[config.mk]
export PLATFORM = sky130hd
export DESIGN_NAME = mem_copy_ctrl
export DESIGN_NICKNAME = d
export VERILOG_FILES = /design/src/rtl/mem_copy_ctrl.sv
export SDC_FILE = /design/constraint.sdc
export NUM_CORES = 1
export LEC_CHECK = 0
export CAP_MARGIN = 20
export CELL_PAD_IN_SITES_DETAIL_PLACEMENT = 2
export CELL_PAD_IN_SITES_GLOBAL_PLACEMENT = 2
export CORE_AREA = 8 8 112 114
export CTS_CLUSTER_SIZE = 12
export DETAILED_ROUTE_END_ITERATION = 7
export DIE_AREA = 0 0 120 122
export HOLD_SLACK_MARGIN = 0.08
export PLACE_DENSITY_LB_ADDON = 0.12
export REMOVE_ABC_BUFFERS = 1
export SYNTH_ARGS = -nofsm -noshare
export SYNTH_HDL_FRONTEND = slang
export SYNTH_SLANG_ARGS = --single-unit
export TNS_END_PERCENT = 10
[constraint.sdc]
create_clock -name Clk -period 2.6 [get_ports Clk]
set_input_delay 0.39 -clock Clk [delete_from_list [all_inputs] [get_ports Clk]]
set_output_delay 0.39 -clock Clk [all_outputs]
set_load 0.01 [all_outputs]
[src/rtl/mem_copy_ctrl.sv]
// mem_copy_ctrl: sequencer and arbiter in front of a single-port 256x8 data
// memory. It shares the memory between the CPU load/store port and a
// byte-wise block-copy engine. The CPU wins every cycle unless the engine has
// been starved MAX_STALL cycles in a row. In that case the engine takes
// exactly one memory cycle.
module mem_copy_ctrl #(
    parameter int unsigned MAX_STALL = 4,
    parameter int unsigned STALL_W   = 3
) (
    input  logic       Clk,
    input  logic       Reset_n,
    input  logic       Start,
    input  logic [7:0] SrcAddr,
    input  logic [7:0] DstAddr,
    input  logic [7:0] Length,
    input  logic       CpuReq,
    input  logic       CpuWriteEn,
    input  logic [7:0] CpuAddr,
    input  logic [7:0] CpuWData,
    output logic       CpuGrant,
    output logic [7:0] CpuRData,
    output logic       MemReadEn,
    output logic       MemWriteEn,
    output logic [7:0] MemAddr,
    output logic [7:0] MemDataIn,
    input  logic [7:0] MemDataOut,
    output logic       Busy,
    output logic       Done
);

    localparam int unsigned AW = 8;
    localparam int unsigned DW = 8;
    localparam logic [STALL_W-1:0] STALL_LIMIT = STALL_W'(MAX_STALL);

    typedef enum logic [1:0] {
        S_IDLE = 2'd0,
        S_RD   = 2'd1,
        S_WR   = 2'd2,
        S_DONE = 2'd3
    } state_t;

    state_t              state_q, state_d;
    logic [AW-1:0]       src_q, src_d;
    logic [AW-1:0]       dst_q, dst_d;
    logic [AW-1:0]       len_q, len_d;
    logic [AW-1:0]       idx_q, idx_d;
    logic [DW-1:0]       hold_q, hold_d;
    logic [STALL_W-1:0]  stall_q, stall_d;
    logic                busy_q, done_q;

    logic                engine_want;
    logic                force_engine;
    logic                engine_own;
    logic                eng_rd, eng_wr;
    logic [AW-1:0]       eng_addr;

    // Arbitration: the CPU has priority unless the stall guard has tripped.
    always_comb begin
        engine_want  = (state_q == S_RD) || (state_q == S_WR);
        force_engine = engine_want && (MAX_STALL != 0) && (stall_q == STALL_LIMIT);
        CpuGrant     = CpuReq && !force_engine;
        engine_own   = engine_want && !CpuGrant;
    end

    // Copy sequencer: next state and the engine's memory request.
    always_comb begin
        state_d  = state_q;
        src_d    = src_q;
        dst_d    = dst_q;
        len_d    = len_q;
        idx_d    = idx_q;
        hold_d   = hold_q;
        eng_rd   = 1'b0;
        eng_wr   = 1'b0;
        eng_addr = '0;
        unique case (state_q)
            S_IDLE: begin
                if (Start) begin
                    src_d   = SrcAddr;
                    dst_d   = DstAddr;
                    len_d   = Length;
                    idx_d   = '0;
                    state_d = (Length == '0) ? S_DONE : S_RD;
                end
            end
            S_RD: begin
                if (engine_own) begin
                    eng_rd   = 1'b1;
                    eng_addr = AW'(src_q + idx_q);
                    hold_d   = MemDataOut;
                    state_d  = S_WR;
                end
            end
            S_WR: begin
                if (engine_own) begin
                    eng_wr   = 1'b1;
                    eng_addr = AW'(dst_q + idx_q);
                    idx_d    = AW'(idx_q + AW'(1));
                    state_d  = (AW'(idx_q + AW'(1)) == len_q) ? S_DONE : S_RD;
                end
            end
            S_DONE: begin
                state_d = S_IDLE;
            end
            default: begin
                state_d = S_IDLE;
            end
        endcase
    end

    // Stall counter: counts consecutive starved engine cycles, saturating.
    always_comb begin
        stall_d = stall_q;
        if ((state_q == S_IDLE) || engine_own) begin
            stall_d = '0;
        end else if (engine_want && CpuGrant && (stall_q != STALL_LIMIT)) begin
            stall_d = STALL_W'(stall_q + STALL_W'(1));
        end
    end

    // Memory pin mux: CPU, engine, or all-zero when nobody owns the memory.
    always_comb begin
        MemReadEn  = 1'b0;
        MemWriteEn = 1'b0;
        MemAddr    = '0;
        MemDataIn  = '0;
        if (CpuGrant) begin
            MemReadEn  = !CpuWriteEn;
            MemWriteEn = CpuWriteEn;
            MemAddr    = CpuAddr;
            MemDataIn  = CpuWData;
        end else if (eng_rd) begin
            MemReadEn  = 1'b1;
            MemAddr    = eng_addr;
        end else if (eng_wr) begin
            MemWriteEn = 1'b1;
            MemAddr    = eng_addr;
            MemDataIn  = hold_q;
        end
    end

    // CPU read data is only presented on a granted CPU read.
    always_comb begin
        CpuRData = (CpuGrant && !CpuWriteEn) ? MemDataOut : '0;
    end

    // State and datapath registers; Busy/Done are registered from next state.
    always_ff @(posedge Clk or negedge Reset_n) begin
        if (!Reset_n) begin
            state_q <= S_IDLE;
            src_q   <= '0;
            dst_q   <= '0;
            len_q   <= '0;
            idx_q   <= '0;
            hold_q  <= '0;
            stall_q <= '0;
            busy_q  <= 1'b0;
            done_q  <= 1'b0;
        end else begin
            state_q <= state_d;
            src_q   <= src_d;
            dst_q   <= dst_d;
            len_q   <= len_d;
            idx_q   <= idx_d;
            hold_q  <= hold_d;
            stall_q <= stall_d;
            busy_q  <= (state_d == S_RD) || (state_d == S_WR);
            done_q  <= (state_d == S_DONE);
        end
    end

    assign Busy = busy_q;
    assign Done = done_q;

endmodule

==> out/results.tsv, run 1 <==
metric	value	unit
status	complete, but fails checks	
violations	setup timing	
setup_viol	2	
root_buffer	clkbuf_8	
drive_gt1_frac	0.287	
setup_ws	-0.119	ns
ys.flop_type	dfrtp_1	
grt.overflow.total	0	
synth.distinct_cells	54	
hpwl	8240	µm
cts_buffer_depth	2	
clock_power_share	0.142	
r2r_start	idx_q[1]	
dpl_cell_area	4400	µm²
dr.first_iter.drc_count	80	
ir_drop	0.357	mV
total_power	3.83	mW
use_met1	0.176	
leakage	2.08	nW
dp.cells	562	
worstMarginPinSlew	0.552	ns
std_cell_rows	38	
grt.busiest_layer	met2	
vias	2935	
yosysSeqAreaShare	0.373	
power.internal	2.40	mW
syn_area	3160	µm²
routed_wl	10700	µm
grt_max_degree	48	
yosys_warnings	0	
met3_usage	0.0273	
core	10700	µm²
initial_core_util	0.295	
cpMaxStageDelayCell	dfrtp_1	
clk_pin_slew	0.09	ns
p_seq_frac	0.326	
grt_use_total	0.147	
die_width	120	µm
grt_use_met2	0.267	
r2r_end	Busy	
io_pins	82	
final_nets	519	
die_area	14600	µm²
antenna_cells	0	
fmax	368	MHz
fin_skew	0.00983	ns
arrival	2.33	ns
htreeDepth	2	
gp_congestion	0.765	
io_buffers	81	
hold_viol_final	0	
dpl_worst_slack	-0.266	ns
crit_path_end_kind	primary output	
wire_per_inst	18.4	µm
synth-edff-count	0	
hp-start	hold_q[4]	
netlist_instances	313	
first_global_vias	3289	
finalCriticalPeriod	2.72	ns
worst-r2r-cell-count	9	
rsz0062_at_grt	true	
comb_power_share	0.532	
ys_ff_latch	47	
worstSkewPairLatency	0.31	ns
ff2ff_setup_slack	0.11	ns
p_per_area	829	nW/µm²
syn_area_per_cell	10.1	µm²
crit_type	reg2out	
cts_tree	built	
cpPeakStageDelay	0.39	ns
crit_path_cell_trace	ha_2 -> inv_1 -> fa_2 -> nor2b_2 -> o21ai_1 -> nand2b_1 -> xnor2_1 -> a2bb2oi_1 -> o21ai_0 -> dlygate4sd2_1	
grt_pass1_wl	17300	µm
cts_num_sinks	47	
fin_area	4630	µm²
worstPathMaxFanout	3	
switching_share	0.373	
required	2.21	ns
cp-start-kind	flop	
instances_no_fill	582	
maxSlewHeadroom	0.630	
die_height	122	µm
first_pass_iters	4	
switchingPower	1.43	mW
drv_cap	0	
ant_nets	0	
routed_via_density	5.04	
syn_to_final_growth	46.6	%
holdPathEnd	hold_q[4]	
cts_made_buffers	5	
fin_crit_sh	1.05	
hold_depth	1	
ys_async_sr_fraction	1.00	
antenna_found_initial	0	
hp-class	reg2reg	
drc	0	
report.final.slew_viol_count	0	
how the worst max path moves through the flow:
stage          startpoint           end  slack (ns)  depth (start not counted)
5_1_grt          idx_q[0]    MemAddr[6]       -0.27                         10
6_report         idx_q[0]    MemAddr[4]       -0.12                         10
2_1_floorplan  state_q[0]   CpuRData[0]        0.23                          5
4_1_cts          idx_q[0]    MemAddr[6]       -0.25                         10
3_5_place_dp       CpuReq  MemDataIn[2]       -0.27                          7
3_3_place_gp     idx_q[0]    MemAddr[6]       -0.15                         10
repair_timing:
item | in CTS | in global routing
gates resized for setup | 47 | 33
hold buffers | 1 | 0
setup endpoints to repair | 27 | 27
buffers inserted | 7 | 5
hold endpoints to repair | 47 | 0
pin swaps | 7 | 4
logic make-up after synthesis:
family / share of synthesized area
AOI/OAI and AO/OA: 0.188
xor gates and xnor gates: 0.0555
adders and majority gates: 0.0999
buffers and inverters: 0.0384
DFF: 0.373
muxes: 0.118
and+or+nand+nor: 0.128
registers in the layout, indices dropped and copies added, names as in the netlist:
| register | cells |
|---|---|
| Done | 1 |
| Busy | 1 |
| dst_q | 8 |
| state_q | 2 |
| hold_q | 8 |
| stall_q | 3 |
| idx_q | 8 |
| len_q | 8 |
| src_q | 8 |
synthesized netlist by cell type, drive strengths merged, types with 3 or more instances:
cell / number / area [µm²]
a21oi: 14 / 73.8
a22o: 13 / 115
a31oi: 4 / 31.3
and2: 8 / 50.1
buf: 8 / 48.8
clkbuf: 5 / 20.0
dfrtp: 47 / 1180
ha: 22 / 275
inv: 14 / 52.6
mux2: 33 / 372
nand2: 27 / 104
nand2b: 3 / 26.3
nand3: 7 / 35.0
nand4: 3 / 18.8
nor2: 9 / 36.3
nor2b: 9 / 66.3
nor3: 5 / 25.0
o21ai: 27 / 135
o21bai: 3 / 22.5
o221ai: 6 / 58.8
o31ai: 4 / 30.0
xnor2: 12 / 105
xor2: 8 / 70.1
cells in the final DEF (no fill, tap or decap), types with 6 or more instances in the layout:
master	instances
inv_1	13
xnor2_1	12
nor2_1	8
and2_1	8
mux2_2	33
nor2b_1	6
nand2_1	25
xor2_1	8
dlygate4sd2_1	6
buf_4	49
dfrtp_1	47
clkdlybuf4s50_1	53
a21oi_1	13
o21ai_0	24
a22o_1	12
nand3_1	7
ha_1	20
clkbuf_2	9
stage by stage:
stage,util,hold WS (ns),TNS [ns]
final,0.433,0.519,-0.220
after global routing,0.433,0.545,-1.09
after CTS,0.428,0.521,-1.24
after detailed placement,0.411,0.403,-3.08
after global placement,0.411,0.400,-1.64
after floorplan,-,0.0944,0
power groups by stage:
stage	Clock (mW)	Combinational (mW)	Sequential (mW)
finish	0.544	2.04	1.25
global route	0.585	2.27	1.29
CTS	0.568	2.02	1.25
detailed placement	0	1.98	1.27
global placement	0	1.92	1.25
floorplan	0	1.15	1.21
worst max-delay path: cells and delay by family (launching register included):
| family | cells | cell delay, ns |
|---|---|---|
| adders and majority gates | 2 | 0.54 |
| DFF | 1 | 0.39 |
| buffers and inverters | 2 | 0.35 |
| AOI/OAI and AO/OA | 3 | 0.35 |
| and+or+nand+nor | 2 | 0.25 |
| xor gates and xnor gates | 1 | 0.14 |
area by class of cell:
| class | count | area, µm² |
|---|---|---|
| clock buffers | 6 | 72.6 |
| clock inverters | 1 | 30.0 |
| fillers | 1162 | 6070 |
| inverters | 14 | 52.6 |
| multi-input cells | 239 | 1920 |
| flip-flops and latches | 47 | 1180 |
| well taps | 140 | 175 |
| repair buffers | 135 | 1200 |
layer usage:
metal  wire length [µm]  up-vias  part of all wire
met2               5530       44              0.52
met1               4690     1494              0.44
met3                388        5             0.036
met4                 78        0            0.0073
li1                   -     1392                 -
met5                  0        -                 0
No activity file was read; power rests on OpenSTA's default activity.
==> run 2: changes to the inputs <==
--- a/config.mk
+++ b/config.mk
@@ -8,13 +8,14 @@
 export CAP_MARGIN = 20
 export CELL_PAD_IN_SITES_DETAIL_PLACEMENT = 2
 export CELL_PAD_IN_SITES_GLOBAL_PLACEMENT = 2
-export CORE_AREA = 8 8 112 114
+export CORE_AREA = 8 8 118 120
 export CTS_CLUSTER_SIZE = 12
 export DETAILED_ROUTE_END_ITERATION = 7
-export DIE_AREA = 0 0 120 122
+export DIE_AREA = 0 0 126 128
 export HOLD_SLACK_MARGIN = 0.08
 export PLACE_DENSITY_LB_ADDON = 0.12
 export REMOVE_ABC_BUFFERS = 1
+export SKIP_LAST_GASP = 1
 export SYNTH_ARGS = -nofsm -noshare
 export SYNTH_HDL_FRONTEND = slang
 export SYNTH_SLANG_ARGS = --single-unit
==> constraint.sdc (replaced) <==
create_clock -name Clk -period 2.35 [get_ports Clk]
set_input_delay 0.3525 -clock Clk [delete_from_list [all_inputs] [get_ports Clk]]
set_output_delay 0.3525 -clock Clk [all_outputs]
set_load 0.01 [all_outputs]
==> out/results.tsv, run 2 (synthesis results as in run 1) <==
metric	value	unit	change
status	complete, but fails checks		unchanged
violations	setup timing		unchanged
path_buf_inv	2		unchanged
drv_cap	0		unchanged
report.final.slew_viol_count	0		unchanged
cp-start-kind	flop		unchanged
cts_num_sinks	47		unchanged
fin_skew	0.00559	ns	was 0.00983 ns
clock_power_share	0.169		was 0.142
switching_share	0.366		was 0.373
crit_type	reg2out		unchanged
cpPeakStageDelay	0.38	ns	was 0.39 ns
p_seq_frac	0.308		was 0.326
first_global_vias	3278		was 3289
first_pass_iters	4		unchanged
initial_core_util	0.259		was 0.295
cts_tree	built		unchanged
grt_pass1_wl	17600	µm	was 17300 µm
final_common_cell	clkdlybuf4s50_1		unchanged
clk_pin_slew	0.07	ns	was 0.09 ns
cts_made_buffers	5		unchanged
fillCellCount	1329		was 1162
core	12200	µm²	was 10700 µm²
drc	0		unchanged
p_per_area	945	nW/µm²	was 829 nW/µm²
ff_latch_area	1180	µm²	unchanged
grt_use_total	0.137		was 0.147
ant_nets	0		unchanged
hp-class	reg2reg		unchanged
hold_viol_final	0		unchanged
worstPathMaxFanout	3		unchanged
wire_per_inst	18.7	µm	was 18.4 µm
std_cell_rows	41		was 38
required	2.00	ns	was 2.21 ns
dp.cells	579		was 562
die_height	128	µm	was 122 µm
worstSkewPairLatency	0.29	ns	was 0.31 ns
layout_common_cells	clkdlybuf4s50_1 (54), buf_4 (52), dfrtp_1 (47), mux2_2 (33), o21ai_0 (26)		was clkdlybuf4s50_1 (53), buf_4 (49), dfrtp_1 (47), mux2_2 (33), nand2_1 (25)
ir_drop	0.397	mV	was 0.357 mV
maxSlewHeadroom	0.601		was 0.630
grt_max_degree	27		was 48
arrival	2.23	ns	was 2.33 ns
drive_gt1_frac	0.309		was 0.287
final_nets	522		was 519
fmax	387	MHz	
leakage	2.21	nW	was 2.08 nW
crit_path_cell_trace	ha_2 -> inv_1 -> fa_2 -> nor2b_2 -> nor3_1 -> o21bai_1 -> a21oi_1 -> xor2_1 -> o211ai_1 -> buf_2		was ha_2 -> inv_1 -> fa_2 -> nor2b_2 -> o21ai_1 -> nand2b_1 -> xnor2_1 -> a2bb2oi_1 -> o21ai_0 -> dlygate4sd2_1
rsz0062_at_grt	true		unchanged
vias	2901		was 2935
htreeDepth	2		unchanged
switchingPower	1.65	mW	was 1.43 mW
dr.first_iter.drc_count	94		was 80
crit_family	adder cells		unchanged
fin_crit_sh	1.10		
routed_wl	11200	µm	was 10700 µm
finalCriticalPeriod	2.58	ns	
cts_buffer_depth	2		unchanged
grt.overflow.total	0		unchanged
setup_ws	-0.232	ns	was -0.119 ns
root_buffer	clkbuf_16		was clkbuf_8
io_buffers	81		unchanged
antenna_found_initial	0		unchanged
cpMaxStageDelayCell	dfrtp_1		unchanged
routed_via_density	4.87		was 5.04
worstMarginPinSlew	0.599	ns	was 0.552 ns
crit_path_end_kind	primary output		unchanged
gp_congestion	0.731		was 0.765
instances_no_fill	596		was 582
comb_power_share	0.522		was 0.532
antenna_cells	0		unchanged
hpwl	8820	µm	was 8240 µm
die_area	16100	µm²	was 14600 µm²
io_pins	82		unchanged
die_width	126	µm	was 120 µm
power.internal	2.86	mW	was 2.40 mW
multi_input_area	1970	µm²	was 1920 µm²
syn_to_final_growth	51.1	%	was 46.6%
dpl_worst_slack	-0.436	ns	was -0.266 ns
setup_viol	21		was 2
## run 2: worst paths after layout
path | cells after the start | slack, ns | from | end
max in group asynchronous | 3 | 1.19 | Reset_n | Busy
min in group asynchronous | 2 | 0.60 | Reset_n | src_q[4]
worst min register to register | 1 | 0.52 | dst_q[0] | dst_q[0]
worst max-delay path | 10 | -0.23 | idx_q[0] | MemAddr[6]
worst min-delay path | 1 | 0.52 | dst_q[0] | dst_q[0]
worst max register to register | 8 | -0.05 | idx_q[0] | Busy
## run 2: final cells by class
cell class | count | share of cell area
well taps | 150 | 0.0393
flip-flops and latches | 47 | 0.247
repair buffers | 137 | 0.257
clock buffers | 8 | 0.0328
multi-input cells | 240 | 0.413
inverters | 14 | 0.0110
## run 2: power by group through the flow
stage	clock (mW)	sequential [mW]	combinational [mW]
5_1_grt	0.825	1.44	2.61
4_1_cts	0.800	1.39	2.32
6_report	0.763	1.39	2.35
2_1_floorplan	0	1.34	1.28
3_5_place_dp	0	1.41	2.28
3_3_place_gp	0	1.39	2.21
## run 2: repair_timing
item / CTS / global route
setup buffers: 2 / 4
gates cloned: 0 / 2
pin swaps: 4 / 8
resized for setup: 31 / 47
endpoints found under the hold margin: 3 / 0
hold buffers: 1 / 0
setup endpoints to repair: 28 / 29
## run 2: routing by layer
metal	part of all wire	up-vias	GRT usage
li1	-	1402	-
met1	0.44	1440	0.162
met2	0.51	49	0.248
met3	0.039	10	0.0275
met4	0.012	0	0.0326
met5	0	-	0
## run 2: metrics by stage
stage | area (µm²) | utilization | setup TNS (ns) | total power, mW | hold WS (ns)
2_1_floorplan | 3090 | - | 0 | 2.61 | 0.0569
3_3_place_gp | 4450 | 0.365 | -6.41 | 3.60 | 0.387
3_5_place_dp | 4450 | 0.365 | -8.79 | 3.69 | 0.392
4_1_cts | 4650 | 0.381 | -6.95 | 4.51 | 0.523
5_1_grt | 4770 | 0.391 | -4.76 | 4.88 | 0.547
6_report | 4770 | 0.391 | -2.28 | 4.51 | 0.516
==> run 3: changes to the inputs <==
--- a/config.mk
+++ b/config.mk
@@ -8,14 +8,15 @@
 export CAP_MARGIN = 20
 export CELL_PAD_IN_SITES_DETAIL_PLACEMENT = 2
 export CELL_PAD_IN_SITES_GLOBAL_PLACEMENT = 2
-export CORE_AREA = 8 8 118 120
+export CORE_AREA = 8 8 112 114
 export CTS_CLUSTER_SIZE = 12
 export DETAILED_ROUTE_END_ITERATION = 7
-export DIE_AREA = 0 0 126 128
+export DIE_AREA = 0 0 120 122
 export HOLD_SLACK_MARGIN = 0.08
 export PLACE_DENSITY_LB_ADDON = 0.12
 export REMOVE_ABC_BUFFERS = 1
 export SKIP_LAST_GASP = 1
+export SLEW_MARGIN = 20
 export SYNTH_ARGS = -nofsm -noshare
 export SYNTH_HDL_FRONTEND = slang
 export SYNTH_SLANG_ARGS = --single-unit
==> constraint.sdc (replaced) <==
create_clock -name Clk -period 2.7 [get_ports Clk]
set_input_delay 0.405 -clock Clk [delete_from_list [all_inputs] [get_ports Clk]]
set_output_delay 0.405 -clock Clk [all_outputs]
set_load 0.01 [all_outputs]
==> out/results.tsv, run 3 (synthesis results as in run 1) <==
metric	value	unit	change
initial_core_util	0.295		was 0.259
cpMaxStageDelayCell	clkdlybuf4s50_1		was dfrtp_1
drc	0		unchanged
fmax	356	MHz	
worstMarginPinSlew	0.556	ns	was 0.599 ns
crit_path_end_kind	primary output		unchanged
syn_to_final_growth	41.7	%	was 51.1%
wire_per_inst	18.6	µm	was 18.7 µm
first_pass_iters	4		unchanged
die_width	120	µm	was 126 µm
fin_skew	0.00472	ns	was 0.00559 ns
final_util	0.418		was 0.391
cp-start-kind	flop		unchanged
ir_drop	0.349	mV	was 0.397 mV
ff_latch_area	1180	µm²	unchanged
instances_no_fill	566		was 596
antenna_cells	0		unchanged
fillCellCount	1185		was 1329
worstPathMaxFanout	3		unchanged
drv_cap	0		unchanged
status	complete, but fails checks		unchanged
drive_gt1_frac	0.223		was 0.309
multi_input_area	1900	µm²	was 1970 µm²
report.final.slew_viol_count	0		unchanged
final_nets	504		was 522
routed_via_density	5.03		was 4.87
core	10700	µm²	was 12200 µm²
cpPeakStageDelay	0.58	ns	was 0.38 ns
antenna_found_initial	0		unchanged
grt_max_degree	26		was 27
violations	setup timing		unchanged
finalCriticalPeriod	2.81	ns	
total_power	3.46	mW	was 4.51 mW
rsz0062_at_grt	true		unchanged
htreeDepth	2		unchanged
io_pins	82		unchanged
cts_made_buffers	5		unchanged
dr.first_iter.drc_count	111		was 94
grt_use_total	0.144		was 0.137
cts_buffer_depth	2		unchanged
hp-class	in2async		was reg2reg
fin_crit_sh	1.04		
maxSlewHeadroom	0.627		was 0.601
clk_pin_slew	0.09	ns	was 0.07 ns
cts_tree	built		unchanged
routed_wl	10500	µm	was 11200 µm
io_buffers	81		unchanged
setup_ws	-0.112	ns	was -0.232 ns
vias	2847		was 2901
p_per_area	773	nW/µm²	was 945 nW/µm²
ant_nets	0		unchanged
gp_congestion	0.766		was 0.731
leakage	1.93	nW	was 2.21 nW
crit_path_cell_trace	ha_1 -> inv_1 -> fa_1 -> buf_4 -> xor2_1 -> o221ai_1 -> clkdlybuf4s50_1		was ha_2 -> inv_1 -> fa_2 -> nor2b_2 -> nor3_1 -> o21bai_1 -> a21oi_1 -> xor2_1 -> o211ai_1 -> buf_2
dp.cells	556		was 579
setup_viol	20		was 21
tns	-0.864	ns	was -2.28 ns
grt_pass1_wl	16900	µm	was 17600 µm
root_buffer	clkbuf_8		was clkbuf_16
crit_type	reg2out		unchanged
grt.overflow.total	0		unchanged
first_global_vias	3264		was 3278
std_cell_rows	38		was 41
final_common_cell	clkdlybuf4s50_1		unchanged
arrival	2.41	ns	was 2.23 ns
die_area	14600	µm²	was 16100 µm²
layout_common_cells	clkdlybuf4s50_1 (73), dfrtp_1 (47), buf_4 (36), mux2_2 (33), o21ai_0 (26)		was clkdlybuf4s50_1 (54), buf_4 (52), dfrtp_1 (47), mux2_2 (33), o21ai_0 (26)
hpwl	8400	µm	was 8820 µm
die_height	122	µm	was 128 µm
required	2.30	ns	was 2.00 ns
hold_viol_final	0		unchanged
worstSkewPairLatency	0.30	ns	was 0.29 ns
cts_num_sinks	47		unchanged
==> run 3: changes by cell type in the layout (fill, tap and decap cells not counted), sizes merged <==
cell,delta
clkbuf,-12
buf,-18
dlymetal6s2s,-8
clkdlybuf4s50,+19
clkdlybuf4s15,-1
==> run 3: worst max-delay path: cells and delay by family, from the launching register on <==
kind                     cells  cell delay (ns)
buffers and inverters        3             0.81
adder cells (fa/ha/maj)      2             0.62
flip-flops                   1             0.39
AO/OA/AOI/OAI                1             0.17
XOR/XNOR                     1             0.13
==> run 3: layout make-up <==
cell class,count,area share
clock buffers,6,0.0162
well taps,140,0.0391
flip-flops and latches,47,0.263
multi-input cells,240,0.425
repair buffers,119,0.245
inverters,14,0.0117
==> run 3: timing repair <==
item / CTS / global route
endpoints found under the setup margin: 26 / 26
pin swaps: 4 / 1
setup buffers: 2 / 0
hold buffers: 1 / 0
endpoints found under the hold margin: 1 / 0
resized for setup: 15 / 6
cloned: 0 / 1
==> run 3: metal layers <==
metal | wire length [µm] | part of all wire | global-route usage
met4 | 87 | 0.0083 | 0.0328
met2 | 5430 | 0.52 | 0.269
met1 | 4590 | 0.44 | 0.167
met3 | 407 | 0.039 | 0.0287
met5 | 0 | 0 | 0
==> run 3: report_power, final <==
group | switching [mW] | internal [mW]
logic | 0.881 | 0.961
clock network | 0.242 | 0.174
registers | 0.201 | 1.00
total | 1.32 | 2.13
==> run 3: path summary, 6_finish.rpt <==
check | from | to | slack [ns] | cells past startpoint
worst max-delay path | idx_q[0] | MemAddr[2] | -0.11 | 7
worst min-delay path | Reset_n | src_q[6] | 0.41 | 2
worst max register to register | idx_q[1] | Busy | 0.22 | 9
worst min register to register | hold_q[4] | hold_q[4] | 0.51 | 1
max in group asynchronous | Reset_n | len_q[2] | 1.79 | 3
min in group Clk | hold_q[4] | hold_q[4] | 0.51 | 1
==> run 3: stage by stage <==
stage | hold slack (ns) | cell area (µm²) | setup slack [ns]
after floorplan | 0.109 | 3090 | 0.318
after global placement | 0.196 | 4340 | -0.0598
after detailed placement | 0.199 | 4340 | -0.180
after CTS | 0.393 | 4450 | -0.191
after global routing | 0.414 | 4470 | -0.228
final | 0.410 | 4470 | -0.112
